==> config.mk <==
export PLATFORM = sky130hd
export DESIGN_NAME = dma_mover
export DESIGN_NICKNAME = d
export VERILOG_FILES = /design/src/rtl/dma_mover_pkg.sv /design/src/rtl/dma_mover.sv
export SDC_FILE = /design/constraint.sdc
export NUM_CORES = 1
export LEC_CHECK = 0
export CORE_ASPECT_RATIO = 0.7
export CORE_MARGIN = 5
export CORE_UTILIZATION = 40
export DETAILED_ROUTE_END_ITERATION = 6
export SLEW_MARGIN = 20
export SYNTH_ARGS = -nofsm -noshare
export SYNTH_HDL_FRONTEND = slang
export SYNTH_SLANG_ARGS = --single-unit
==> constraint.sdc <==
create_clock -name clk -period 3 [get_ports clk]
set_input_delay 0.45 -clock clk [delete_from_list [all_inputs] [get_ports clk]]
set_output_delay 0.45 -clock clk [all_outputs]
set_load 0.05 [all_outputs]
==> src/rtl/dma_mover_pkg.sv <==
// Shared types and constants for the DMA block-transfer initiator.
package dma_mover_pkg;

  localparam int   ADDR_W    = 22;
  localparam logic MODE_COPY = 1'b0;
  localparam logic MODE_FILL = 1'b1;

  typedef enum logic [1:0] {
    IDLE,
    ACK_WAIT,
    END_WAIT,
    DONE
  } state_t;

endpackage

==> src/rtl/dma_mover.sv <==
// Chains single-byte requests to the DMA engine for copy/fill transfers; 2 cycles per access.
// Requests are held until dma_ack; the next request is registered on ack so it is ready at dma_end.
module dma_mover
  import dma_mover_pkg::*;
#(
  parameter int LEN_W = 16
) (
  input  logic              clk,
  input  logic              rst_n,
  input  logic              start,
  input  logic              mode,
  input  logic [ADDR_W-1:0] src_addr,
  input  logic [ADDR_W-1:0] dst_addr,
  input  logic [LEN_W-1:0]  len,
  input  logic [7:0]        fill_byte,
  input  logic              abort,
  output logic              busy,
  output logic              done,
  output logic              aborted,
  output logic [LEN_W-1:0]  remaining,
  output logic              dma_req,
  output logic              dma_rnw,
  output logic [ADDR_W-1:0] dma_addr,
  output logic [7:0]        dma_wd,
  input  logic [7:0]        dma_rd,
  input  logic              dma_ack,
  input  logic              dma_end
);

  state_t            state, state_d;
  logic [ADDR_W-1:0] src_q, dst_q, addr_q, dst_nx;
  logic [LEN_W-1:0]  rem_q, rem_nx;
  logic              mode_q, req_q, rnw_q, abt_pend, aborted_q;
  logic [7:0]        fill_q, data_q;
  logic              rd_ack, wr_ack, rd_end, stop_wr;

  always_comb begin
    rd_ack  = (state == ACK_WAIT) && dma_ack && rnw_q;
    wr_ack  = (state == ACK_WAIT) && dma_ack && !rnw_q;
    // A registered write pending during END_WAIT in copy mode means a read is completing.
    rd_end  = (state == END_WAIT) && dma_end && (mode_q == MODE_COPY) && req_q && !rnw_q;
    dst_nx  = dst_q + ADDR_W'(1);
    rem_nx  = (rem_q == '0) ? '0 : rem_q - LEN_W'(1);
    stop_wr = (rem_nx == '0) || abort;
  end

  always_ff @(posedge clk or negedge rst_n) begin
    if (!rst_n) state <= IDLE;
    else        state <= state_d;
  end

  always_comb begin
    state_d = state;
    case (state)
      IDLE:     if (start) state_d = (len == '0) ? DONE : ACK_WAIT;
      ACK_WAIT: if (dma_ack) state_d = END_WAIT;
      END_WAIT: if (dma_end) state_d = req_q ? ACK_WAIT : DONE;
      DONE:     state_d = IDLE;
      default:  state_d = IDLE;
    endcase
  end

  always_ff @(posedge clk or negedge rst_n) begin
    if (!rst_n) begin
      src_q     <= '0;
      dst_q     <= '0;
      addr_q    <= '0;
      rem_q     <= '0;
      mode_q    <= MODE_COPY;
      fill_q    <= '0;
      data_q    <= '0;
      req_q     <= 1'b0;
      rnw_q     <= 1'b1;
      abt_pend  <= 1'b0;
      aborted_q <= 1'b0;
    end else begin
      case (state)
        IDLE: begin
          if (start) begin
            mode_q    <= mode;
            fill_q    <= fill_byte;
            rem_q     <= len;
            src_q     <= src_addr;
            dst_q     <= dst_addr;
            abt_pend  <= 1'b0;
            aborted_q <= 1'b0;
            if (len != '0) begin
              req_q  <= 1'b1;
              rnw_q  <= (mode == MODE_COPY);
              addr_q <= (mode == MODE_COPY) ? src_addr : dst_addr;
            end
          end
        end
        ACK_WAIT: begin
          if (rd_ack) begin
            src_q  <= src_q + ADDR_W'(1);
            rnw_q  <= 1'b0;
            addr_q <= dst_q;
          end else if (wr_ack) begin
            dst_q <= dst_nx;
            rem_q <= rem_nx;
            if (stop_wr) begin
              req_q    <= 1'b0;
              rnw_q    <= 1'b1;
              abt_pend <= (rem_nx != '0);
            end else if (mode_q == MODE_COPY) begin
              rnw_q  <= 1'b1;
              addr_q <= src_q;
            end else begin
              rnw_q  <= 1'b0;
              addr_q <= dst_nx;
            end
          end
        end
        END_WAIT: begin
          if (rd_end) data_q <= dma_rd;
          if (dma_end && !req_q) aborted_q <= abt_pend;
        end
        default: ;
      endcase
    end
  end

  assign busy      = (state == ACK_WAIT) || (state == END_WAIT);
  assign done      = (state == DONE);
  assign aborted   = aborted_q;
  assign remaining = rem_q;
  assign dma_req   = req_q;
  assign dma_rnw   = rnw_q;
  assign dma_addr  = addr_q;
  // Read data bypasses straight to the pending write in the read's end cycle.
  assign dma_wd    = (mode_q == MODE_FILL) ? fill_q : (rd_end ? dma_rd : data_q);

endmodule
== After elaboration in Yosys (flattened, before gate mapping) ==
Index checks and enable logic that the tools add are counted.

* Bits in latches: 0
* Bits in read-only memories: 0
* Memory bits (writable): 0
* Memories kept: 0
* Register bits: 105
* Output and inout bits: 51

* Order comparisons: 0
* Multipliers: 0
* Shift-type cells: 0
* Multiplexer cells: 48
* Equal/unequal tests: 14
* Reduce and logical (&&, ||, !) cells: 29
* $add $sub $neg: 3
* Divide/modulo/power cells: 0
* Bitwise gates (word level): 2

{| class="wikitable"
|+ Operators by type and width
! operator !! number
|-
| $mux W22 || 12
|-
| $pmux W22 S2 || 3
|-
| $mux W16 || 4
|-
| $logic_not A16 Y1 || 3
|-
| $add A22 B1 Y22 const B || 2
|-
| $pmux W16 S2 || 1
|-
| $reduce_bool A16 Y1 || 2
|-
| $mux W1 || 16
|-
| $mux W8 || 2
|-
| $ne A2 B2 Y1 const B || 8
|-
| $sub A16 B1 Y16 const B || 1
|-
| $mux W2 || 5
|-
| $reduce_and A5 Y1 || 2
|-
| $reduce_and A3 Y1 || 3
|-
| $logic_and A1 B1 Y1 || 8
|-
| $pmux W1 S2 || 4
|-
| $pmux W2 S4 || 1
|-
| $reduce_and A4 Y1 || 2
|-
| $ne A3 B3 Y1 const B || 2
|-
| $reduce_and A6 Y1 || 1
|-
| $eq A2 B2 Y1 const B || 2
|-
| $reduce_bool A2 Y1 || 2
|-
| $eq A2 B1 Y1 const B || 1
|-
| $logic_not A1 Y1 || 2
|-
| other kinds (5) || 7
|}

== Depth between registers and ports, before layout ==
* Word-level depth: 8
* Mapped depth: 10
* Gate-level depth less buffers: 8

== Worst setup path after synthesis ==
OpenSTA, ideal clock, no wires.

* Path kind: flip-flop to output port
* From: reg req_q, in the netlist dma_req
* To: out dma_wd[0]
* Buffers on the path: 0
* Setup slack: 0.058 ns
* Cell stages (with the launch flop): 5
* Required time: 2.550 ns
* Arrival time: 2.492 ns
* Path through: dfrtp_1 > inv_1 > nor4_1 > mux2_2 > mux2_2

* Longest elaborated chain between the ends: 4

{| class="wikitable"
|+ Ends and longest elaborated chain
! what !! line !! RTL
|-
| start, declared || dma_mover.sv:33 || <nowiki>logic mode_q, req_q, rnw_q, abt_pend, aborted_q;</nowiki>
|-
| start signal, assigned || dma_mover.sv:72 || <nowiki>req_q <= 1'b0;</nowiki>
|-
| start signal, assigned || dma_mover.sv:88 || <nowiki>req_q <= 1'b1;</nowiki>
|-
| start signal, assigned || dma_mover.sv:103 || <nowiki>req_q <= 1'b0;</nowiki>
|-
| $logic_and A1 B1 Y1 (2 in series) || dma_mover.sv:41 || <nowiki>rd_end = (state == END_WAIT) && dma_end && (mode_q == MODE_COPY) && req_q && !rnw_q;</nowiki>
|-
| $mux W8 || - ||
|-
| $mux W8 || dma_mover.sv:132 || <nowiki>assign dma_wd = (mode_q == MODE_FILL) ? fill_q : (rd_end ? dma_rd : data_q);</nowiki>
|-
| end, declared || dma_mover.sv:24 || <nowiki>output logic [7:0] dma_wd,</nowiki>
|}

No other way between the ends.

== Final worst setup path ==
* From: reg state[0]
* To: out dma_wd[3]

* Longest elaborated chain between the ends: 7

{| class="wikitable"
|+ Ends and longest elaborated chain
! what !! line !! RTL
|-
| start, declared || dma_mover.sv:30 || <nowiki>state_t state, state_d;</nowiki>
|-
| start signal, assigned || dma_mover.sv:49 || <nowiki>else state <= state_d;</nowiki>
|-
| $eq A2 B2 Y1 || dma_mover.sv:41 ||
|-
| $logic_and A1 B1 Y1 (4 in series) || dma_mover.sv:41 ||
|-
| $mux W8 || - ||
|-
| $mux W8 || dma_mover.sv:132 ||
|}

No other way between the ends.

==> impl_metrics.ini <==
[outcome]
status = complete, no violations

[critical_path]
cpPeakStageDelay_ps = 430
end_kind = output port
cpMostUsedCell = mux2_2
cpMaxStageDelayCell = dfrtp_1
reg2reg_depth = 9
r2r_end = dma_addr[10]
r2r_start = remaining[0]
arrival_ps = 2390
worst-path-max-fanout = 8
cp-startpoint = state[0]
crit_path_start_kind = register
crit_end = dma_wd[3]
cp.required_ps = 2550
crit_type = register to output port
reg2reg_setup_slack_ps = 210
crit_chain = inv_1 -> ha_2 -> nand2_1 -> nor4_2 -> buf_4 -> mux2_2 -> mux2_2 -> buf_12

[clocking]
root_buffer = clkbuf_16
cts.sinks = 105
tritoncts = done
clkLatencyLatePin_ps = 360
ctsHtreeMaxLevel = 3
cts_buffers = 9
clk_pin_slew_ps = 70
clock_path_buffers = 2

[final_layout]
fin_nets = 1016
drive_gt1_share_pct = 12.2
area_delta_synth_final_pct = 29.9
antenna_cells = 0
final_common_cell = clkdlybuf4s50_1
nFillCells = 1635
multi_input_area_um2 = 4080
seq_area_um2 = 2630
instances_no_fill = 1161
utilization_pct = 52.9
layout_common_cells = clkdlybuf4s50_1, dfrtp_1, a21oi_1, nand2_1, o21ai_0

[sta]
tightest_slew_ps = 684
fin_crit_sh_pct = 94.8
maxSlewHeadroom_pct = 54.4
finalHoldViolCount = 0
tns_ps = 0
rsz0062_at_grt = no
fin_crit_ps = 2840
finalClockSkew_ps = 10.9
setup-violations-final = 0
max_clock_freq_ghz = 0.352
finalMaxSlewViolations = 0

[pwr]
leakagePower_nw = 3.53
power_density_nw_per_um2 = 1260
finalPower_w = 0.0114
ir_drop_mv = 0.729

[yosys]
synth_cell_types = 61
ys_async_sr_fraction_pct = 100
synth_fp_nets = 897
synth_top_family_by_area = compound AO/OA/AOI/OAI gates
muxShareOfSynthArea_pct = 12.3
ys.flop_type = dfrtp_1
yosys_warnings = 0
synth_compound_area_share_pct = 24.8
syn_area_um2 = 6970
synth-edff-count = 0
yosysSeqAreaShare_pct = 37.7
syn_avg_cell_area_um2 = 8.64
netlist_instances = 806
yosys.area_share.simple_pct = 19.3
ys_ff_latch = 105
yosys.area_share.xor_xnor_pct = 0.251
synthAdderAreaFrac_pct = 1.44

[placement]
place_inst = 1145
io_buffers = 133
place_hpwl_mm = 17.1
routabilityCongestion = 0.897

[global_route]
grt_pass1_vias = 6792
grt_overflow = 0
grt_antenna_before_repair = 0
grt_pass1_wl_mm = 37.6
grt.total_usage_pct = 23.1
grt_max_degree = 59

[floorplanning]
row_count = 40
start_util_pct = 40.7
die_y_um = 120
core_um2 = 17100
pin_count = 134
die_area_um2 = 20200
die_w_um = 168

[routing]
via_per_inst = 6.02
route.detailed.drc = 0
via_count = 6993
drt_iter0_drc = 575
wire_per_inst_um = 20.2
ant_nets = 0
routed_wl_mm = 23.5
dr.pass1.iters = 6

[flow_run]
maxCapViolations = 0

[hold_path]
hold_class = primary input to async pin
==> metal layers <==
metal / vias up / global-route usage (%) / routed length [µm]
met5: - / 0 / 0
met4: 0 / 5.17 / 314
met3: 21 / 5.56 / 1910
met2: 292 / 34.1 / 10000
met1: 3396 / 34.4 / 11200
li1: 3284 / - / -
==> synthesized netlist by cell type, types with 3 or more instances <==
cell type  instances  area share, %
and3_1            15            1.3
nor2_1            52            2.8
dfrtp_1          104             37
mux2i_1           26            3.7
o31ai_1            4           0.43
nand2_1           73            3.9
a21oi_1           83            6.0
or2_2              6           0.54
nand4_1           13            1.2
o221ai_1           7           0.88
or4_1              3           0.32
inv_1             12           0.65
o21a_1             5           0.54
o211ai_1           3           0.32
o22a_1             4           0.50
or3_1             10           0.90
clkbuf_1          47            2.5
mux2_2            34            5.5
nand3_1           27            1.9
a22oi_1           11            1.2
mux2_1            19            3.1
nor2b_1           12            1.1
and4_1             7           0.88
nor4_1            11           0.99
a41o_1             3           0.43
a211oi_1           8           0.86
o22ai_1           36            3.2
a2bb2oi_1          3           0.38
nor3_1            18            1.3
o21ai_0           63            4.5
a311oi_1           3           0.38
and2_1             4           0.36
a221o_1            5           0.72
buf_1             11           0.59
a31oi_1           15            1.3
nand2b_1           8           0.72
ha_1               8            1.4
==> flip-flops by register name, indices dropped and copies added (netlist names) <==
register   flops
dma_req        1
src_q         22
data_q         8
dma_rnw        1
mode_q         1
abt_pend       1
dma_addr      22
dst_q         22
aborted        1
state          2
fill_q         8
remaining     16
==> through the flow <==
step                      area, µm²  hold slack [ps]  setup slack, ps
final                          9050              127              157
after global routing           9050              169             6.93
after CTS                      9050              140             90.7
after detailed placement       8770              484              217
after global placement         8770              478              260
after floorplan                6970              154             57.7
==> layout make-up <==
cell class / count / area share [%]
inverters: 12 / 0.498
flip-flops and latches: 105 / 29.0
repair buffers: 169 / 19.1
multi-input cells: 628 / 45.1
clock buffers: 10 / 2.53
well taps: 231 / 3.19
clock inverters: 6 / 0.525
==> where the power goes <==
part	switching [W]	leakage [nW]	total, W	internal (W)
registers	0.000838	1.25	0.00300	0.00216
logic	0.00436	2.14	0.00724	0.00288
clock network	0.000596	0.140	0.00117	0.000578
total	0.00580	3.53	0.0114	0.00561
==> critical path, delay by kind of cell (launching register included) <==
family,cells,cell delay [ps]
fa+ha+maj,1,240
buf+inv,3,500
flops,1,430
mux,2,660
simple gates,2,200
==> repair_timing <==
action / in CTS / in global routing
gates resized for setup: 0 / 1
hold endpoints to repair: 0 / 0
hold buffers: 0 / 0
endpoints found under the setup margin: 0 / 8
buffers inserted: 0 / 0
==> kinds of logic (layout without fill, tap and decap cells) <==
| group | after synthesis | count (layout) |
|---|---|---|
| XOR/XNOR | 2 | 2 |
| flip-flops | 105 | 105 |
| AND/OR/NAND/NOR | 265 | 265 |
| adder cells (fa/ha/maj) | 8 | 8 |
| multiplexers | 79 | 79 |
| buffers and inverters | 73 | 197 |
| AO/OA/AOI/OAI | 274 | 274 |
==> worst min path at each step <==
stage                    end    startpoint  cells after the start
6_report       remaining[15]         rst_n                      1
3_3_place_gp    dma_addr[14]  dma_addr[14]                      1
4_1_cts        remaining[15]         rst_n                      1
5_1_grt        remaining[15]         rst_n                      1
3_5_place_dp       data_q[6]     data_q[6]                      1
2_1_floorplan        aborted         rst_n                      0
No activity file was read; power rests on OpenSTA's default activity.
